## src/rtl/clk_gate_pkg.sv

```systemverilog
// clk_gate_pkg: shared state encoding and default sizes for the clock-gate controller
package clk_gate_pkg;
  typedef enum logic [1:0] {RUN, IDLE_CNT, GATED, WAKE} clk_gate_state_t;
  localparam int WAKE_CYCLES_DEF = 4;
  localparam int IDLE_W_DEF = 16;
endpackage

```

## src/rtl/clk_gate_dcnt.sv

```systemverilog
// clk_gate_dcnt: loadable down-counter with zero flag, holds at zero
module clk_gate_dcnt #(
  parameter int W = 8,
  parameter logic [W-1:0] RST_VAL = '0
) (
  input  logic         clk,
  input  logic         reset,
  input  logic         load,
  input  logic [W-1:0] load_val,
  input  logic         dec,
  output logic         zero
);
  logic [W-1:0] cnt;
  always_ff @(posedge clk)
    if (reset) cnt <= RST_VAL;
    else if (load) cnt <= load_val;
    else if (dec && cnt != '0) cnt <= cnt - 1'b1;
  assign zero = cnt == '0;
endmodule

```

## src/rtl/clk_gate_ctrl.sv

```systemverilog
// clk_gate_ctrl: ICG enable controller with idle auto-gating and wake settle; stats under CLKGATE_STATS_EN
module clk_gate_ctrl
  import clk_gate_pkg::*;
#(
  parameter int IDLE_W = IDLE_W_DEF,
  parameter int WAKE_CYCLES = WAKE_CYCLES_DEF,
  parameter int STAT_W = 32
) (
  input  logic              clk,
  input  logic              reset,
  input  logic              busy,
  input  logic              wake_req,
  input  logic              force_on,
  input  logic [IDLE_W-1:0] idle_cycles,
  output logic              gate_en,
  output logic              clk_ready,
  output logic              gated,
  input  logic              stat_clr,
  output logic [STAT_W-1:0] stat_gate_events,
  output logic [STAT_W-1:0] stat_gated_cycles
);
  clk_gate_state_t state, nxt;
  logic act, idle_load, idle_dec, idle_zero, wake_load, wake_dec, wake_zero;
  assign act = busy | wake_req | force_on;
  // The idle cycle spent in RUN is the first one counted, so the counter holds N-2
  clk_gate_dcnt #(.W(IDLE_W)) u_idle (
    .clk(clk), .reset(reset), .load(idle_load), .load_val(idle_cycles - IDLE_W'(2)),
    .dec(idle_dec), .zero(idle_zero)
  );
  clk_gate_dcnt #(.W(8), .RST_VAL(8'(WAKE_CYCLES - 1))) u_wake (
    .clk(clk), .reset(reset), .load(wake_load), .load_val(8'(WAKE_CYCLES - 1)),
    .dec(wake_dec), .zero(wake_zero)
  );
  always_comb begin
    nxt = state;
    idle_load = 1'b0;
    idle_dec = 1'b0;
    wake_load = 1'b0;
    wake_dec = 1'b0;
    case (state)
      RUN: if (!act && idle_cycles != '0) begin
        nxt = idle_cycles == IDLE_W'(1) ? GATED : IDLE_CNT;
        idle_load = 1'b1;
      end
      IDLE_CNT: begin
        nxt = act ? RUN : idle_zero ? GATED : IDLE_CNT;
        idle_dec = !act && !idle_zero;
      end
      GATED: if (wake_req | force_on) begin
        nxt = WAKE;
        wake_load = 1'b1;
      end
      default: begin
        nxt = wake_zero ? RUN : WAKE;
        wake_dec = !wake_zero;
      end
    endcase
  end
  always_ff @(posedge clk)
    if (reset) begin
      state <= WAKE;
      gate_en <= 1'b1;
      clk_ready <= 1'b0;
      gated <= 1'b0;
    end else begin
      state <= nxt;
      gate_en <= nxt != GATED;
      clk_ready <= nxt == RUN || nxt == IDLE_CNT;
      gated <= nxt == GATED;
    end
`ifdef CLKGATE_STATS_EN
  logic [STAT_W-1:0] ev, cyc;
  always_ff @(posedge clk)
    if (reset || stat_clr) begin
      ev <= '0;
      cyc <= '0;
    end else begin
      if (nxt == GATED && state != GATED && ev != '1) ev <= ev + 1'b1;
      if (!gate_en) cyc <= cyc + 1'b1;
    end
  assign stat_gate_events = ev;
  assign stat_gated_cycles = cyc;
`else
  logic unused_stat_clr;
  assign unused_stat_clr = stat_clr;
  assign stat_gate_events = '0;
  assign stat_gated_cycles = '0;
`endif
endmodule

```

## config.mk

```make
export PLATFORM = sky130hd
export DESIGN_NAME = clk_gate_ctrl
export DESIGN_NICKNAME = d
export VERILOG_FILES = /design/src/rtl/clk_gate_pkg.sv /design/src/rtl/clk_gate_dcnt.sv /design/src/rtl/clk_gate_ctrl.sv
export SDC_FILE = /design/constraint.sdc
export NUM_CORES = 1
export LEC_CHECK = 0
export BUFFER_PORTS_ARGS = -buffer_cell sky130_fd_sc_hd__buf_2
export CAP_MARGIN = 20
export CORE_MARGIN = 2
export CORE_UTILIZATION = 25
export DETAILED_ROUTE_END_ITERATION = 12
export SETUP_SLACK_MARGIN = 0.2
export SKIP_LAST_GASP = 1
export SYNTH_ARGS = -nofsm -noshare
export SYNTH_HDL_FRONTEND = slang
export SYNTH_SLANG_ARGS = --single-unit
export TNS_END_PERCENT = 5
```

## constraint.sdc

```tcl
create_clock -name clk -period 4.94 [get_ports clk]
set_input_delay 0.988 -clock clk [delete_from_list [all_inputs] [get_ports clk]]
set_output_delay 0.988 -clock clk [all_outputs]
set_load 0.02 [all_outputs]
```

# == Word-level counts from Yosys, hierarchy flattened ==
# Index checks and enable logic that the tools add are counted.
# totals
reg_bits,29
inputBits,22
wordCells,51
# classes
n_addsub,3
n_eq_ne,6
n_mux,15
n_bitwise,3
reduce_logical,18
# ops
operator,count
16-bit 2-to-1 mux,2
16-bit nonzero test,2
"16-bit by 1-bit equality test with 1-bit output, second input constant",1
16-bit zero test,1
"16-bit by 1-bit subtractor with 16-bit output, second input constant",1
"16-bit by 2-bit subtractor with 16-bit output, second input constant",1
2-bit 2-to-1 mux,6
8-bit zero test,1
8-bit nonzero test,1
"8-bit by 1-bit subtractor with 8-bit output, second input constant",1
1-bit 2-to-1 mux,6
2-bit one-hot mux with 3 select lines,1
"2-bit by 1-bit equality test with 1-bit output, second input constant",2
"2-bit equality test, second input constant",2
1-bit logical AND,4
2-bit zero test,2
1-bit zero test,3
1-bit bitwise OR,3
3-bit OR reduction,1
"2-bit != test, second input constant",1
2-bit nonzero test,1
2-bit OR reduction,1
1-bit logical OR,1

# == Depth between registers and ports, before layout ==
# Gate-level depths: netlist of run 1.
# logic_depth
ltp_word,8
mapped_depth,8

# == By module ==
# From an unflattened synthesis of run 1, not the netlist that was laid out.
# hier_totals
hier_cells,306
area_unflattened_um2,2447.3
# modules_own_cells
mod,instances,cells_each,area_per_inst_um2
clk_gate_ctrl,1,132,982.2
clk_gate_dcnt at u_idle,1,114,944.7
clk_gate_dcnt at u_wake,1,60,520.5

# == Worst setup path after synthesis of run 1 ==
# OpenSTA, ideal clock, no wires.
# synth_path
path_kind,input to register
from,input idle_cycles[3]
to,register u_idle.cnt[12]
setup_ps,123
arrival_ps,2243
t_required_ps,4817
slack_ps,2574
cell_stages,7
path_cell_list,clkbuf_1 > nor4_4 > nand4_2 > o21ai_4 > buf_6 > mux2i_1 > o21ai_1
# synth_between
elab_chain_len,5
# synth_lines
item,line,rtl
start: declaration,clk_gate_ctrl.sv:14,"input logic [IDLE_W-1:0] idle_cycles,"
"parallel branches: the longest is 5 deep, another holds 16-bit by 2-bit subtractor with 16-bit output",--,
end signal: assignment,clk_gate_dcnt.sv:16,else if (load) cnt <= load_val;
end signal: assignment,clk_gate_dcnt.sv:17,else if (dec && cnt != '0) cnt <= cnt - 1'b1;
end: declaration,clk_gate_dcnt.sv:13,logic [W-1:0] cnt;
# Parallel ways; which one is timed is not known.
# A chain may end at the register's enable or synchronous reset.

# == Worst setup path after layout of run 1 ==
# layout_path
from,input idle_cycles[5]
to,register u_idle.cnt[9]
# Same word-level chain as after synthesis.

==> results of run 1 <==
## worst paths after layout
kind	startpoint	endpoint	slack (ns)	cells after the start
worst max-delay path	idle_cycles[5]	u_idle.cnt[9]	2.17	6
worst min-delay path	u_idle.cnt[8]	u_idle.cnt[8]	0.48	2
worst max register to register	u_idle.cnt[0]	u_idle.cnt[13]	2.57	7
worst min register to register	u_idle.cnt[8]	u_idle.cnt[8]	0.48	2
## power breakdown
group	internal [mW]	switching [mW]
Sequential	0.260	0.0249
Combinational	0.0772	0.142
Clock	0.126	0.0914
## final cells by class
type,instances,area [sq um]
clock inverter,1,5.00
inverter,12,45.0
clock buffer,7,96.3
fill,1085,7150
tap,133,166
multi-input combinational,245,1580
timing repair buffer,23,115
sequential,29,581
## flip-flops by register name (all words and copies together) (netlist names)
register / count
state: 2
u_wake.cnt: 8
u_idle.cnt: 16
gated: 1
gate_en: 1
clk_ready: 1
## cell families after synthesis
family | Yosys count | synth area share [%]
other cells | 1 | 0.150
flops | 29 | 23.2
mux | 9 | 3.60
simple gates | 102 | 25.6
xor+xnor | 21 | 7.36
buf+inv | 85 | 23.2
compound gates | 45 | 14.9
fa+ha+maj | 4 | 2.00
## metal layers
metal  global-route usage, %  up-vias  routed length [um]
li1                        -      982                   -
met3                    2.44        9                 471
met5                       0        -                   0
met2                    15.4       94                2290
met4                    3.76        0                  80
met1                    13.2      933                2430
## layout by cell type (no fill, tap or decap), types with 4 or more instances in the layout
cell type,count
conb_1,64
dfxtp_1,29
buf_2,23
nor2_1,18
xnor2_1,15
inv_1,12
nor4_1,12
nand2_1,11
nor3_1,11
mux2i_1,9
nand3_1,8
nand4_1,7
clkbuf_8,7
xor2_1,6
a21oi_1,6
o21ai_0,5
a32o_1,5
nor2b_1,4
ha_1,4
## stage by stage
stage               setup WS, ns  hold slack (ns)
detailed placement          1.90            0.472
finish                      2.17            0.482
global route                2.02            0.496
global placement            1.96            0.466
floorplan                   2.57            0.448
CTS                         2.21            0.483
## critical path, delay by kind of cell
| kind | cells | cell delay [ns] |
|---|---|---|
| AOI/OAI and AO/OA | 3 | 1.10 |
| and+or+nand+nor | 2 | 0.71 |
| buffers and inverters | 1 | 0.15 |
==> reports/results.tsv, run 1 <==
stage	metric	value	unit
routing	finalWirelength	5280	um
yosys	async_reset_ff_share	0	%
yosys	synth-edff-count	0	
die	fp.coreArea	0.00973	sq mm
yosys	ys.flop_type	dfxtp_1	
grt	grt_max_degree	17	
yosys	synth_area	0.00250	sq mm
yosys	yosys_warnings	0	
clock_tree	cts_tree	yes	
critical_path	worstPathArrival	2.94	ns
critical_path	crit_required	5.11	ns
yosys	synth_area_leaders	dfxtp_1, buf_4, xnor2_1	
sta	fmax	361	MHz
sta	hold_violations	0	
power_and_ir_drop	max-vdd-ir-drop	113	uV
critical_path	crit_type	in2reg	
outcome	status	complete, no violations	
clock_tree	clockRootBuffer	clkbuf_8	
critical_path	crit_path_cell_trace	buf_2 > nor4_4 > nand4_2 > o21ai_4 > a21oi_1 > a32o_1	
sta	final.setup_skew	0.00781	ns
routing	drtIter0Drc	109	
critical_path	critPathLaunchType	input pin	
grt	grt_pass1_vias	1791	
grt	antenna_found_initial	0	
clock_tree	cts_setup_buffers	0	
critical_path	end_kind	register	
yosys	syn_avg_cell_area	8.45	sq um
place	hpwlAfterDp	4040	um
layout	drive_gt1_share	15.1	%
die	ioPinCount	89	
layout	stdcell_count	450	
die	die_h	104	um
clock_tree	cts_hold_buf	0	
layout	syn_to_final_growth	3.35	%
yosys	seq_area_frac_synth	23.2	%
yosys	synth_top_cell_area_share	23.2	%
sta	fin_crit	2.77	ns
place	portBuffers	23	
critical_path	crit_fanout	16	
yosys	synth_most_common_cell	buf_4	
clock_tree	htreeDepth	2	
sta	drv_slew	0	
routing	vias_per_cell	4.48	
die	start_util	25.7	%
power_and_ir_drop	power.density	279	mW/mm^2
sta	setup_violations	0	
die	rows	36	
power_and_ir_drop	power_leakage	1.07	nW
sta	relSlewSlack	50.3	%
die	die_area	0.0108	sq mm
critical_path	crit_slowest_cell	o21ai_4	
grt	grt_overflow	0	
routing	wl_per_cell	11.7	um
die	die_w	104	um
yosys	ys_types	58	
flow_run	cap_violations	0	
routing	firstDrtPassIters	4	
routing	num_vias	2018	
power_and_ir_drop	total_power	0.722	mW
sta	worst_slew_pin_slew	0.745	ns
layout	layout.nets	342	
clock_tree	cts_buffer_depth	2	
grt	track_usage	9.92	%
routing	drc_errors	0	
layout	insertedDiodeCount	0	
layout	fin_util	26.6	%
sta	period_share	56.1	%
sta	rsz0062_at_grt	no	
routing	ant_nets	0	
worst_hold_path	hold_class	reg2reg	
yosys	netlist_instances	296	
yosys	synth_top_area_cell	dfxtp_1	
clock_tree	clk_latency	0.29	ns
grt	grt_pass1_wl	8780	um
yosys	ys_seq_elements	29	
layout	design_area	0.00258	sq mm
clock_tree	clock_sinks	29	
clock_tree	clk_pin_slew	0.07	ns
clock_tree	post_cts_resized	0	
place	place.gp.congestion	0.810	
sta	fin_setup_tns	0	ns
yosys	ys_top_cells_by_count	buf_4, dfxtp_1, nor2_1	
place	placed_cells	442	
place	dpl_cell_area	0.00248	sq mm
clock_tree	cts_buffers	5	
critical_path	slowest_delay	0.51	ns
Note: power is estimated with default switching activity, not from simulation.
==> inputs of run 2 (changes only) <==
ABC_AREA = 1   (was default)
clock period = 2.65 ns   (was 4.94 ns; I/O delays follow)
==> reports/results.tsv, run 2 <==
stage	metric	value	unit	change
grt	grt_pass1_vias	1992		+11%
clock_tree	clk_pin_slew	0.07	ns	about the same
layout	insertedDiodeCount	0		unchanged
clock_tree	cts_hold_buf	0		unchanged
grt	grt_overflow	0		unchanged
layout	n_fill_cell	1132		+4.3%
routing	wl_per_cell	9.97	um	-15%
clock_tree	post_cts_resized	0		unchanged
clock_tree	cts_tree	yes		
critical_path	crit_type	in2reg		
critical_path	r2r-start	u_idle.cnt[0]		
worst_hold_path	min_path_cells	2		unchanged
yosys	yosys_warnings	0		unchanged
layout	syn_to_final_growth	4.46	%	
yosys	synth_top_cell_area_share	21.8	%	-1.4 points
place	portBuffers	23		unchanged
power_and_ir_drop	power_switching	0.562	mW	+120%
clock_tree	clock_sinks	29		unchanged
power_and_ir_drop	power_leakage	1.37	nW	+28%
place	preCtsSetupSlack	0.588	ns	-1.31 ns
yosys	ys_top_cells_by_count	nand2_1, buf_4, nor2_1		
worst_hold_path	hp-start	u_wake.cnt[5]		
sta	fmax	567	MHz	
grt	grt_util_met3	1.95	%	-0.50 points
die	die_w	107	um	+3.1%
grt	track_usage	9.90	%	-0.021 points
critical_path	path_depth	11		+5
grt	met2_usage	17.5	%	+2.0 points
critical_path	end_kind	register		
critical_path	reg2regPathDepth	12		+5
power_and_ir_drop	p_comb_share	32.4	%	+2.0 points
die	die_area	0.0115	sq mm	+6.3%
routing	firstDrtPassIters	5		+1
yosys	netlist_instances	408		+38%
routing	drc_errors	0		unchanged
grt	grt_max_degree	14		-3
yosys	synth_most_common_cell	nand2_1		
yosys	synth_area	0.00266	sq mm	+6.6%
critical_path	critPathTopFamily	simple AND/OR/NAND/NOR gates		
layout	drive_gt1_share	15.9	%	+0.76 points
power_and_ir_drop	power.density	539	mW/mm^2	+93%
place	place.gp.congestion	0.863		+6.6%
critical_path	worstReg2RegEnd	u_idle.cnt[8]		
yosys	seq_area_frac_synth	21.8	%	-1.4 points
critical_path	crit_slowest_cell	nor2_2		
sta	rsz0062_at_grt	no		
power_and_ir_drop	clock_power_share	32.4	%	+2.3 points
critical_path	critPathLaunchType	input pin		
grt	antenna_found_initial	0		unchanged
worst_hold_path	hold_class	reg2reg		
layout	layout.nets	459		+34%
clock_tree	cts_buffers	5		unchanged
power_and_ir_drop	intPower	0.939	mW	+100%
layout	largest_reg_flops	16		unchanged
die	fp.coreArea	0.0103	sq mm	+6.1%
critical_path	r2r_setup_slack	0.89	ns	-1.68 ns
critical_path	crit_fanout	12		-4
yosys	ys_seq_elements	29		unchanged
routing	num_vias	2303		+14%
power_and_ir_drop	netSwitchingFraction	37.4	%	+1.6 points
flow_run	cap_violations	0		unchanged
layout	layout_common_cells	nand2_1, conb_1, nor2_1		
die	start_util	25.8	%	+0.11 points
yosys	ys.flop_type	dfxtp_1		
die	die_h	107	um	+3.1%
sta	fin_crit	1.76	ns	
sta	fin_setup_tns	0	ns	unchanged
yosys	syn_avg_cell_area	6.53	sq um	-23%
routing	finalWirelength	5690	um	+7.8%
critical_path	crit_path_cell_trace	buf_2 > nor2_2 > nand2_2 > nor2_4 > nand2_2 > nand2_4 > nand2_4 > clkinv_2 > nand2_1 > nand3_1 > nor2_1		
routing	drtIter0Drc	118		+8.3%
yosys	async_reset_ff_share	0	%	unchanged
yosys	synth_top_area_cell	dfxtp_1		
critical_path	worst-path-buf-inv	2		+1
power_and_ir_drop	seqPwrFrac	35.1	%	-4.4 points
clock_tree	cts_buffer_depth	2		unchanged
layout	top_regs	u_idle.cnt (16), u_wake.cnt (8), state (2)		
die	ioPinCount	89		unchanged
place	hpwlAfterDp	4460	um	+11%
grt	top_usage_layer	met2		
critical_path	worstSetupStartpoint	idle_cycles[8]		
sta	drv_slew	0		unchanged
routing	vias_per_cell	4.04		-9.9%
layout	final_common_cell	nand2_1		
yosys	ys_types	34		-41%
worst_hold_path	min_to	u_wake.cnt[5]		
outcome	status	complete, no violations		
routing	ant_nets	0		unchanged
grt	grt_pass1_wl	9090	um	+3.5%
clock_tree	cts_setup_buffers	0		unchanged
clock_tree	clk_latency	0.28	ns	about the same
critical_path	slowest_delay	0.21	ns	-0.30 ns
layout	max_flop_register	u_idle.cnt		
power_and_ir_drop	max-vdd-ir-drop	245	uV	+120%
sta	hold_violations	0		unchanged
critical_path	worstPathArrival	1.94	ns	-1.00 ns
yosys	synth-edff-count	0		unchanged
yosys	synth_area_leaders	dfxtp_1, buf_4, nand2_1		
sta	period_share	66.5	%	
grt	use_met1	12.0	%	-1.2 points
clock_tree	htreeDepth	2		unchanged
die	rows	37		+2.8%
sta	setup_violations	0		unchanged
sta	final.setup_skew	0.00570	ns	-0.00211 ns
critical_path	crit_required	2.83	ns	-2.28 ns
clock_tree	clockRootBuffer	clkbuf_8		
sta	worst_slack	0.887	ns	-1.28 ns
-- run 2: cell count changes after synthesis, sizes merged, moves of 5 or more --
cell | before | now
nand2 | 11 | 97
nor2 | 20 | 67
inv | 12 | 41
nand3 | 8 | 35
nor4 | 17 | 1
xnor2 | 15 | 4
mux2i | 9 | 0
a21oi | 7 | 15
nor3 | 13 | 5
xor2 | 6 | 14
a32o | 5 | 0
-- run 2: power groups by stage --
| stage | sequential [mW] | combinational (mW) | clock, mW |
|---|---|---|---|
| after floorplan | 0.539 | 0.457 | 0 |
| after global placement | 0.535 | 0.476 | 0 |
| after detailed placement | 0.536 | 0.484 | 0 |
| after CTS | 0.527 | 0.487 | 0.495 |
| after global routing | 0.535 | 0.554 | 0.513 |
| final | 0.527 | 0.487 | 0.487 |
-- run 2: worst register-to-register path: cells and delay by family, from the launching register on --
kind	cells	cell delay, ns
and+or+nand+nor	8	0.79
DFF	1	0.31
adders and majority gates	1	0.23
buffers and inverters	3	0.34
-- run 2: how the worst max path moves through the flow --
stage	endpoint	slack, ns
2_1_floorplan	u_idle.cnt[13]	1.10
5_1_grt	u_idle.cnt[12]	0.73
4_1_cts	u_idle.cnt[8]	0.89
3_5_place_dp	u_idle.cnt[8]	0.59
3_3_place_gp	u_idle.cnt[8]	0.61
6_report	u_idle.cnt[11]	0.89
-- run 2: layout make-up --
cell class | instances | area, sq um | area share [%]
clock buffers | 7 | 86.3 | 3.10
clock inverters | 1 | 30.0 | 1.08
well taps | 136 | 170 | 6.12
inverters | 43 | 165 | 5.94
repair buffers | 23 | 115 | 4.14
multi-input cells | 331 | 1640 | 58.8
flip-flops and latches | 29 | 581 | 20.9
-- run 2: cells by family after synthesis --
group           synth area share, %
compound gates                 5.97
xor+xnor                       5.92
fa+ha+maj                      1.88
buf+inv                        25.7
flops                          21.8
other cells                   0.141
simple gates                   38.6
-- run 2: metal layers --
| metal | vias up | share of wire (%) | wire length, um |
|---|---|---|---|
| met3 | 5 | 5.4 | 306 |
| met1 | 1020 | 45 | 2550 |
| met5 | - | 0 | 0 |
| met4 | 0 | 0.97 | 55 |
| met2 | 77 | 49 | 2770 |
| li1 | 1201 | - | - |
-- run 2: per-stage QoR --
step / util [%] / instance area, sq um / instances / power [mW] / hold slack (ns)
detailed placement: 25.8 / 2670 / 562 / 1.02 / 0.457
floorplan: - / 2900 / 471 / 0.996 / 0.439
finish: 27.0 / 2780 / 570 / 1.50 / 0.463
CTS: 27.0 / 2780 / 570 / 1.51 / 0.466
global route: 27.0 / 2780 / 570 / 1.60 / 0.500
global placement: 25.8 / 2670 / 562 / 1.01 / 0.450
==> inputs of run 3 (changes only) <==
clock period = 1.5 ns   (was 2.65 ns; I/O delays follow)
==> reports/results.tsv, run 3 (synthesis gave the netlist of run 2 again) <==
stage	metric	value	unit	change
sta	worst_slack	0.0624	ns	-0.825 ns
worst_hold_path	hp-start	reset		
die	die_area	0.0115	sq mm	unchanged
sta	setup_violations	0		unchanged
layout	seq_area	591	sq um	+1.7%
grt	grt_pass1_vias	2361		+19%
grt	grt_max_degree	14		unchanged
critical_path	crit_fanout	4		-8
critical_path	r2r_setup_slack	0.06	ns	-0.82 ns
critical_path	worstPathArrival	1.65	ns	-0.29 ns
flow_run	cap_violations	0		unchanged
critical_path	crit_required	1.71	ns	-1.12 ns
routing	drtIter0Drc	83		-30%
routing	ant_nets	0		unchanged
sta	period_share	95.8	%	
routing	finalWirelength	6130	um	+7.8%
power_and_ir_drop	max-vdd-ir-drop	320	uV	+31%
routing	firstDrtPassIters	4		-1
layout	fin_util	32.3	%	+5.4 points
clock_tree	cts_tree	yes		
critical_path	end_kind	register		
grt	top_usage_layer	met2		
power_and_ir_drop	total_power	2.90	mW	+93%
die	die_w	107	um	unchanged
routing	vias_per_cell	4.04		about the same
grt	use_met1	12.6	%	+0.57 points
place	place.gp.congestion	0.869		+0.64%
worst_hold_path	min_path_cells	2		unchanged
clock_tree	clockRootBuffer	clkbuf_8		
layout	n_fill_cell	1122		-0.88%
layout	final_common_cell	nand2_1		
routing	num_vias	2490		+8.1%
layout	syn_to_final_growth	25.3	%	
clock_tree	clk_pin_slew	0.07	ns	about the same
place	preCtsSetupSlack	-0.100	ns	-0.689 ns
die	rows	37		unchanged
die	ioPinCount	89		unchanged
layout	drive_gt1_share	32.1	%	+16 points
power_and_ir_drop	power.density	869	mW/mm^2	+61%
sta	hold_violations	0		unchanged
grt	met2_usage	20.3	%	+2.9 points
layout	largest_reg_flops	16		unchanged
grt	track_usage	11.1	%	+1.2 points
worst_hold_path	min_to	u_idle.cnt[3]		
layout	layout_common_cells	nand2_1, conb_1, nor2_1		
critical_path	critPathLaunchType	register		
grt	antenna_found_initial	0		unchanged
sta	fin_crit	1.44	ns	
layout	insertedDiodeCount	0		unchanged
layout	max_flop_register	u_idle.cnt		
critical_path	reg2regPathDepth	11		-1
grt	grt_overflow	0		unchanged
layout	top_regs	u_idle.cnt (16), u_wake.cnt (8), state (2)		
die	start_util	25.8	%	unchanged
grt	grt_pass1_wl	10400	um	+14%
clock_tree	clock_sinks	29		unchanged
layout	multi_input_area	0.00178	sq mm	+9.0%
worst_hold_path	hold_class	in2reg		
sta	fmax	696	MHz	
outcome	status	complete, no violations		
sta	rsz0062_at_grt	yes		
clock_tree	htreeDepth	2		unchanged
die	die_h	107	um	unchanged
sta	final.setup_skew	0.00567	ns	-0.0000248 ns
grt	grt_util_met3	2.31	%	+0.36 points
place	portBuffers	23		unchanged
layout	layout.nets	505		+10%
power_and_ir_drop	power_leakage	1.66	nW	+21%
routing	wl_per_cell	9.94	um	-0.29%
sta	drv_slew	0		unchanged
critical_path	crit_type	reg2reg		
clock_tree	clk_latency	0.28	ns	about the same
critical_path	r2r-start	u_idle.cnt[1]		
routing	drc_errors	0		unchanged
place	hpwlAfterDp	4940	um	+11%
clock_tree	cts_buffers	5		unchanged
die	fp.coreArea	0.0103	sq mm	unchanged
critical_path	worstReg2RegEnd	u_idle.cnt[1]		
clock_tree	cts_buffer_depth	2		unchanged
-- run 3: cell types whose count changed in the layout (fill, tap and decap cells not counted), sizes merged --
cell  previous run  this run
buf             23        69
-- run 3: per-stage QoR --
step,setup TNS (ns),cell area [sq um],hold slack (ns),cells
after floorplan,0,2960,0.439,471
after global placement,-0.736,3050,0.451,601
after detailed placement,-0.854,3050,0.458,601
after CTS,0,3270,0.301,616
after global routing,-0.0105,3340,0.308,616
final,0,3340,0.292,616
-- run 3: worst max-delay path: stages (launching register included) --
cell and delay [ns]:
dfxtp_2 0.34, inv_4 0.08, ha_4 0.14, nand3_2 0.07, nor2_2 0.11, nand2_2 0.09
nand2_4 0.10, nand2_4 0.08, buf_4 0.15, nor2_1 0.08, nor2_1 0.05, nor2_1 0.08
-- run 3: layout make-up --
type                       count  share of cell area, %
clock buffer                   7                   2.59
clock inverter                 1                  0.900
inverter                      43                   5.29
multi-input combinational    331                   53.4
sequential                    29                   17.7
tap                          136                   5.10
timing repair buffer          69                   15.0
-- run 3: how the worst max path moves through the flow --
stage,cells past startpoint,slack (ns),start,endpoint
final,11,0.06,u_idle.cnt[1],u_idle.cnt[1]
after detailed placement,11,-0.10,idle_cycles[1],u_idle.cnt[13]
after global placement,11,-0.08,wake_req,u_idle.cnt[8]
after floorplan,10,0.17,u_idle.cnt[1],u_idle.cnt[6]
after CTS,10,0.1,u_idle.cnt[1],u_idle.cnt[0]
after global routing,11,-0.01,u_idle.cnt[0],u_idle.cnt[1]
-- run 3: layer usage --
| layer | routed length, um | up-vias |
|---|---|---|
| met1 | 2670 | 1115 |
| li1 | - | 1290 |
| met5 | 0 | - |
| met2 | 3030 | 75 |
| met3 | 295 | 10 |
| met4 | 127 | 0 |
-- run 3: power by group --
group	switching, mW	leakage (nW)	internal [mW]
registers	0.0692	0.238	0.871
clock network	0.301	0.0585	0.541
logic	0.707	1.36	0.409
total	1.08	1.66	1.82
-- run 3: what timing repair did --
| item | CTS | global route |
|---|---|---|
| endpoints found under the setup margin | 29 | 29 |
| hold buffers | 0 | 0 |
| gates resized for setup | 12 | 21 |
| pin swaps | 5 | 7 |
| buffers inserted | 7 | 0 |
